**config.mk**
```make
export PLATFORM = sky130hd
export DESIGN_NAME = mem_wb_skid_reg
export DESIGN_NICKNAME = d
export VERILOG_FILES = /design/src/rtl/mem_wb_skid_reg.sv
export SDC_FILE = /design/constraint.sdc
export NUM_CORES = 1
export LEC_CHECK = 0
export CAP_MARGIN = 20
export CORE_ASPECT_RATIO = 1.1
export CORE_MARGIN = 3
export CORE_UTILIZATION = 53
export DETAILED_ROUTE_END_ITERATION = 8
export PLACE_DENSITY = 0.91
export SETUP_SLACK_MARGIN = 0.5
export SYNTH_ARGS = -nofsm -noshare
export SYNTH_HDL_FRONTEND = slang
export SYNTH_SLANG_ARGS = --single-unit
```
**constraint.sdc**
```tcl
create_clock -name clk -period 4.79 [get_ports clk]
set_clock_uncertainty 0.05 [all_clocks]
set_input_delay 0.7185 -clock clk [delete_from_list [all_inputs] [get_ports clk]]
set_output_delay 0.7185 -clock clk [all_outputs]
set_load 0.02 [all_outputs]
```
**src/rtl/mem_wb_skid_reg.sv**
```systemverilog
// mem_wb_skid_reg: elastic MEM/WB pipeline register.
// Two-entry skid buffer (main + skid) between the MEM stage and the
// register-file write port. in_ready is a flop, so there is no
// combinational path from out_ready back to the MEM stage.
// Flush squashes valid state only; payload registers keep stale values,
// and out_wren is gated by out_valid so stale data never writes back.
module mem_wb_skid_reg #(
  parameter int DATA_W = 16,
  parameter int CTRL_W = 6,
  parameter int DST_W  = 3,
  parameter int CNT_W  = 16
) (
  input  logic              clk,
  input  logic              rst,
  input  logic              in_valid,
  output logic              in_ready,
  input  logic [DATA_W-1:0] in_data,
  input  logic [CTRL_W-1:0] in_ctrl,
  input  logic [DST_W-1:0]  in_dst,
  input  logic              in_wren,
  output logic              out_valid,
  input  logic              out_ready,
  output logic [DATA_W-1:0] out_data,
  output logic [CTRL_W-1:0] out_ctrl,
  output logic [DST_W-1:0]  out_dst,
  output logic              out_wren,
  input  logic              flush,
  output logic [1:0]        occupancy,
  output logic [CNT_W-1:0]  stall_cnt
);

  // Occupancy doubles as the state encoding.
  typedef enum logic [1:0] {
    EMPTY = 2'd0,
    ONE   = 2'd1,
    FULL  = 2'd2
  } state_t;

  typedef struct packed {
    logic [DATA_W-1:0] data;
    logic [CTRL_W-1:0] ctrl;
    logic [DST_W-1:0]  dst;
    logic              wren;
  } entry_t;

  state_t state, state_nxt;
  entry_t main_q, skid_q, in_ent;
  logic   in_ready_q;
  logic   accept, emit;
  logic   load_main_in, load_main_skid, load_skid;

  assign in_ent    = {in_data, in_ctrl, in_dst, in_wren};
  assign out_valid = (state != EMPTY);
  assign in_ready  = in_ready_q;
  assign accept    = in_valid & in_ready_q;
  assign emit      = out_valid & out_ready;

  assign out_data  = main_q.data;
  assign out_ctrl  = main_q.ctrl;
  assign out_dst   = main_q.dst;
  assign out_wren  = main_q.wren & out_valid;
  assign occupancy = state;

  // Next-state and register load selects; flush overrides every handshake.
  always_comb begin
    state_nxt      = state;
    load_main_in   = 1'b0;
    load_main_skid = 1'b0;
    load_skid      = 1'b0;
    if (flush) begin
      state_nxt = EMPTY;
    end else begin
      case (state)
        EMPTY: begin
          if (accept) begin
            load_main_in = 1'b1;
            state_nxt    = ONE;
          end
        end
        ONE: begin
          if (accept && emit) begin
            load_main_in = 1'b1;
          end else if (accept) begin
            load_skid = 1'b1;
            state_nxt = FULL;
          end else if (emit) begin
            state_nxt = EMPTY;
          end
        end
        FULL: begin
          // in_ready is low here, so only an emit can move the state.
          if (emit) begin
            load_main_skid = 1'b1;
            state_nxt      = ONE;
          end
        end
        default: state_nxt = EMPTY;
      endcase
    end
  end

  // State register and registered ready; ready low while in reset and when FULL.
  always_ff @(posedge clk) begin
    if (!rst) begin
      state      <= EMPTY;
      in_ready_q <= 1'b0;
    end else begin
      state      <= state_nxt;
      in_ready_q <= (state_nxt != FULL);
    end
  end

  // Payload registers: main drives the outputs, skid catches the overflow entry.
  always_ff @(posedge clk) begin
    if (!rst) begin
      main_q <= '0;
      skid_q <= '0;
    end else begin
      if (load_main_in)
        main_q <= in_ent;
      else if (load_main_skid)
        main_q <= skid_q;
      if (load_skid)
        skid_q <= in_ent;
    end
  end

  // Saturating stall counter; survives flush, cleared only by reset.
  always_ff @(posedge clk) begin
    if (!rst)
      stall_cnt <= '0;
    else if (out_valid && !out_ready && (stall_cnt != {CNT_W{1'b1}}))
      stall_cnt <= stall_cnt + CNT_W'(1);
  end

endmodule

```
==> results of run 1 <==
==> where the power goes <==
group	leakage (nW)	internal, W	switching (W)
Combinational	0.606	0.0000476	0.0000458
Sequential	0.574	0.000599	0.00000530
Clock	0.0960	0.000239	0.000217
==> sequential cells by signal (all words and copies together), names as in the netlist <==
| register | flops |
|---|---|
| occupancy | 2 |
| out_data | 16 |
| in_ready | 1 |
| stall_cnt | 16 |
| out_dst | 3 |
| out_ctrl | 6 |
| skid_q | 26 |
| main_q | 1 |
==> cell families (layout without fill, tap and decap cells) <==
| family | after synthesis | in the layout |
|---|---|---|
| adder cells (fa/ha/maj) | 1 | 1 |
| AO/OA/AOI/OAI | 113 | 113 |
| multiplexers | 1 | 1 |
| AND/OR/NAND/NOR | 137 | 137 |
| flip-flops | 71 | 71 |
| XOR/XNOR | 1 | 1 |
| buffers and inverters | 49 | 96 |
==> cell usage in the layout, fill, tap and decap left out, types with 3 or more instances in the layout <==
master and n:
nand2_1 87, clkdlybuf4s50_1 76, dfxtp_1 71, a21oi_1 66, a22oi_1 26, o21ai_0 12, or3_1 10, clkbuf_8 9
nand4_1 6, nand2b_1 4, nand3_1 4, and2_1 3, nor3_1 3, and3_1 3, clkinv_2 3
==> final timing paths <==
check	to	cells after the start	slack [ns]	startpoint
max	out_data[15]	5	2.24	in_valid
min	out_data[3]	2	0.41	out_data[3]
max reg2reg	out_data[15]	4	2.71	occupancy[1]
min reg2reg	out_data[3]	2	0.41	out_data[3]
==> critical path, delay by kind of cell <==
kind                   cells  cell delay, ns
and+or+nand+nor            2            1.09
buffers and inverters      1            0.52
AOI/OAI and AO/OA          2            0.43
==> through the flow <==
stage	util (%)	hold slack (ns)	total power (W)	std cells	cell area, µm²
after CTS	70.1	0.407	0.00116	494	3880
after global placement	66.7	0.391	0.000707	478	3690
final	70.5	0.406	0.00115	495	3900
after floorplan	-	0.382	0.000666	373	3110
after detailed placement	66.7	0.397	0.000709	478	3690
after global routing	70.5	0.422	0.00120	495	3900
==> layer usage <==
layer  vias to the layer above  GRT usage (%)
li1                       1372              -
met5                         -              0
met3                         8           6.13
met4                         0           7.03
met1                      1272           25.3
met2                        82           38.2
==> area by class of cell <==
type                    count  area [µm²]
clock buffers              10         128
fillers                   442        1630
flip-flops and latches     71        1420
clock inverters             6        61.3
inverters                   2        7.51
repair buffers             78         788
multi-input cells         253        1400
well taps                  75        93.8
==> summary.md, run 1 <==
| Metric | Value |
|---|---|
| Outcome | `complete, no violations` |
| First-pass GRT wire length | `11.8 mm` |
| Worst path slowest cell | `and3_1` |
| Pre-CTS setup slack | `between 1.5 and 2 ns` |
| Port bufs | `76` |
| Slowest stage delay, CP | `0.84 ns` |
| Hold Buf Count CTS | `0` |
| Routed WL per cell | `between 10 and 15 µm` |
| Async set-or-reset flop fraction in the synthesized netlist | `0%` |
| Number of remaining DRC errors | `0` |
| Area share of fa/ha/maj cells after synthesis | `0.402%` |
| Root buf cell | `clkbuf_8` |
| Core ar. | `0.00554 mm²` |
| XOR/XNOR Fraction of Synth Area | `0.281%` |
| Initial antenna violation count | `0` |
| Clk Latency, worst-skew pair | `about 0.34 ns` |
| Top-area cell type share of the netlist area | `45.7%` |
| Synth cell types | `between 40 and 50` |
| Reg clk slew, reported paths | `0.07 ns` |
| Peak supply drop | `0.265 mV` |
| FF+latch count, synth | `71` |
| P&R area growth vs syn | `25.4%` |
| # IOs | `between 70 and 80` |
| Post-cts resize count | `0` |
| Achievable frequency | `about 0.39 GHz` |
| Cell Area, Synth | `about 0.0031 mm²` |
| Final clock period utilization by the worst path | `53.3%` |
| Syn nets | `405` |
| Vias in the first global route | `2,557` |
| Post-synth EDFFs | `0` |
| CTS tree | `yes` |
| Pwr dens | `295 mW/mm²` |
| CP max FO | `26` |
| Overflow after GRT | `0` |
| Maximum root-to-sink buffer count | `2` |
| Rel. slew slack | `33.7%` |
| Detailed Route Iter0 Violations | `203` |
| # H-tree levels | `3` |
| Syn avg cell area | `8.34 µm²` |
| LEAKAGE | `approximately 1.3 nW` |
| Largest family of logic cells by synthesized area | `simple AND/OR/NAND/NOR gates` |
| Share of cells above drive strength 1 | `between 6 and 7%` |
| Most numerous cell in the Yosys netlist | `nand2_1` |
| Cell taking the most area after synthesis | `dfxtp_1` |
| DRT antenna net count | `0` |
| Total die area | `a little under 0.007 mm²` |
| Cells after synthesis | `373` |
| DRT Pass-1 Iters | `4` |
| Overall Global Routing Usage | `21.7%` |
| Diodes inserted | `0` |
| Area fraction in compound gates after synthesis | `between 20 and 25%` |
| Post-synthesis mux area share | `0.322%` |
| Worst-path cell chain | `clkdlybuf4s50_1 > and3b_1 > and3_1 > a22oi_1 > a21oi_1` |
| Register area share after synthesis | `45.7%` |
| Uppermost layer routed | `met4` |
| Final setup fails | `0` |
| Largest net degree at the start of global routing | `70` |
| Via-per-instance ratio | `between 5 and 6` |
| Setup_tns | `0 ns` |
| Initial Util | `56.2%` |
| Critical Path Source Type | `input port` |
| Most frequent cells after synthesis | `nand2_1, dfxtp_1, a21oi_1, a22oi_1, buf_4` |
| Worst setup EP type | `register` |
| Worst slew pin tran | `0.995 ns` |
| Hpwl dp | `around 4.7 mm` |
| Met3 WL | `446 µm` |
| Final slew viol count | `0` |
| Die Wd | `79.1 µm` |
| Critical path class | `in2reg` |
| Synth warnings | `0` |
| DR vias | `roughly 2.7k` |
| Minimum clock period | `2.55 ns` |
| Setup ws final | `2.24 ns` |
| Ys flop type | `dfxtp_1` |
| CTS buffer count | `9` |
| Worst EP required | `5.00 ns` |
| Hold Path Class | `reg2reg` |
| WL final | `a little over 7 mm` |
| Met1 wire length | `2.91 mm` |
| Final hold vios | `0` |
| Clock sink count | `71` |
| RSZ-0062 raised after global routing | `no` |
| DIE HEIGHT | `about 86 µm` |
| Met2 Wirelength | `3.68 mm` |
| Routability cong. | `0.820` |
| Synth Area in Simple Gates | `between 20 and 25%` |
| Setup bufs post-CTS | `0` |
| CP arrival | `~2.8 ns` |
| Max-cap violations | `0` |
| Placement row count | `28` |
| Synth area leaders | `dfxtp_1, a21oi_1, nand2_1` |
| Fin nets | `roughly 450` |
(Power assumes the default switching activity.)
==> run 2, diff against run 1 <==
CORE_UTILIZATION = 44   (was 53)
PLACE_DENSITY = 0.81   (was 0.91)
clock period = 2.1 ns   (was 4.79 ns; I/O delays follow)
==> summary.md, run 2 (synthesized netlist as in run 1, its figures left out) <==
| Metric | Value |
|---|---|
| Outcome | `complete, no violations` |
| # H-tree levels | `3 (unchanged)` |
| Critical path class | `reg2out` |
| Maximum root-to-sink buffer count | `2 (unchanged)` |
| Die Wd | `86.2 µm (+9.0%)` |
| First-pass GRT wire length | `11.9 mm (+0.53%)` |
| Critical Path Source Type | `register` |
| Commonest non-fill, non-tap cells in the layout | `nand2_1, a21oi_1, dfxtp_1` |
| Max-cap violations | `0 (unchanged)` |
| Root buf cell | `clkbuf_8` |
| Setup_tns | `0 ns (unchanged)` |
| Clock sink count | `71 (unchanged)` |
| Vias in the first global route | `2,571 (+0.55%)` |
| Overall Global Routing Usage | `18.4% (-3.2 points)` |
| Clk Latency, worst-skew pair | `0.34 ns (about the same)` |
| Diodes inserted | `0 (unchanged)` |
| Worst setup EP type | `output pin` |
| Hpwl dp | `5.14 mm (+9.2%)` |
| DR vias | `2,938 (+7.5%)` |
| LEAKAGE | `1.70 nW (+33%)` |
| Detailed Route Iter0 Violations | `225 (+11%)` |
| Reg clk slew, reported paths | `0.07 ns (about the same)` |
| Final clock period utilization by the worst path | `77.1%` |
| Placement row count | `31 (+11%)` |
| P&R area growth vs syn | `39.8%` |
| Worst slew pin tran | `0.367 ns (-0.628 ns)` |
| Final setup fails | `0 (unchanged)` |
| Port bufs | `76 (unchanged)` |
| Rel. slew slack | `75.4% (+42 points)` |
| WL final | `8.28 mm (+16%)` |
| CTS buffer count | `9 (unchanged)` |
| Core ar. | `0.00671 mm² (+21%)` |
| Initial antenna violation count | `0 (unchanged)` |
| Number of remaining DRC errors | `0 (unchanged)` |
| CTS tree | `yes` |
| DRT Pass-1 Iters | `4 (unchanged)` |
| Total die area | `0.00812 mm² (+19%)` |
| Achievable frequency | `0.618 GHz` |
| Max reg flops | `26 (unchanged)` |
| Overflow after GRT | `0 (unchanged)` |
| Routability cong. | `0.849 (+3.5%)` |
| Pwr dens | `629 mW/mm² (+110%)` |
| Largest register by flop count | `skid_q` |
| Final hold vios | `0 (unchanged)` |
| DRT antenna net count | `0 (unchanged)` |
| Largest net degree at the start of global routing | `41 (-41%)` |
| Peak supply drop | `0.545 mV (+110%)` |
| RSZ-0062 raised after global routing | `yes` |
| End-of-flow core utilization | `64.8% (-5.7 points)` |
| Minimum clock period | `~1.6 ns` |
| Final slew viol count | `0 (unchanged)` |
| # IOs | `77 (unchanged)` |
| Via-per-instance ratio | `5.55 (+0.55%)` |
| DIE HEIGHT | `94.2 µm (+9.1%)` |
| CP arrival | `1.25 ns (-1.51 ns)` |
| Routed WL per cell | `15.6 µm (+8.7%)` |
| Commonest non-fill, non-tap cell in the layout | `nand2_1` |
| Fin nets | `474 (+6.0%)` |
| Hold Path Class | `in2reg` |
| Initial Util | `46.4% (-9.8 points)` |
| Worst EP required | `1.74 ns (-3.26 ns)` |
| Share of cells above drive strength 1 | `22.8% (+16 points)` |
| Tot Pwr | `0.00274 W (+140%)` |
| CP max FO | `4 (-85%)` |
-- run 2: cell count changes in the layout (fill, tap and decap cells not counted), sizes merged --
cell	previous run	this run
buf	2	29
clkbuf	10	13
clkdlybuf4s50	76	28
clkinv	4	3
dlygate4sd2	0	44
dlymetal6s2s	0	2
-- run 2: worst paths after layout --
| kind | from | endpoint | slack (ns) | depth (start not counted) |
|---|---|---|---|---|
| worst max-delay path | occupancy[1] | out_valid | 0.48 | 3 |
| worst min-delay path | flush | occupancy[0] | 0.31 | 2 |
| worst max register to register | occupancy[1] | out_data[8] | 0.49 | 8 |
| worst min register to register | out_dst[0] | out_dst[0] | 0.40 | 2 |
-- run 2: timing repair --
item | in CTS | in global routing
gates resized for setup | 56 | 62
buffers inserted | 0 | 12
hold buffers | 0 | 0
gates cloned | 0 | 2
setup endpoints to repair | 77 | 43
pin swaps | 1 | 12
-- run 2: cell type report --
type / instances / area (µm²)
clock buffer: 11 / 151
sequential: 71 / 1460
multi-input combinational: 253 / 1560
timing repair buffer: 105 / 1010
clock inverter: 5 / 56.3
inverter: 2 / 7.51
fill: 552 / 2360
tap: 82 / 103
-- run 2: routing by layer --
layer | vias up | share of wire, % | wire, µm | global-route usage [%]
met5 | - | 0 | 0 | 0
met4 | 0 | 1.1 | 88 | 5.58
met3 | 10 | 6.8 | 562 | 6.14
met2 | 102 | 51 | 4220 | 30.5
met1 | 1406 | 41 | 3410 | 22.6
li1 | 1420 | - | - | -
-- run 2: per-stage QoR --
| stage | area (µm²) | worst slack (ns) | std cells | hold slack, ns |
|---|---|---|---|---|
| 2_1_floorplan | 3120 | 0.487 | 373 | 0.337 |
| 6_report | 4350 | 0.481 | 529 | 0.313 |
| 3_5_place_dp | 3840 | 0.0845 | 499 | 0.397 |
| 5_1_grt | 4350 | 0.443 | 529 | 0.306 |
| 3_3_place_gp | 3840 | 0.157 | 499 | 0.391 |
| 4_1_cts | 4010 | 0.306 | 515 | 0.403 |
-- run 2: where the power goes --
part	internal, W	total [W]	switching [W]
Combinational	0.000124	0.000246	0.000122
Sequential	0.00136	0.00137	0.0000119
Clock	0.000611	0.00112	0.000511
Total	0.00209	0.00274	0.000645
-- run 2: worst max-delay path, cell delays in order, from the launching register on --
cell,delay [ns]
dfxtp_4,0.36
or2_4,0.27
buf_4,0.15
buf_2,0.15
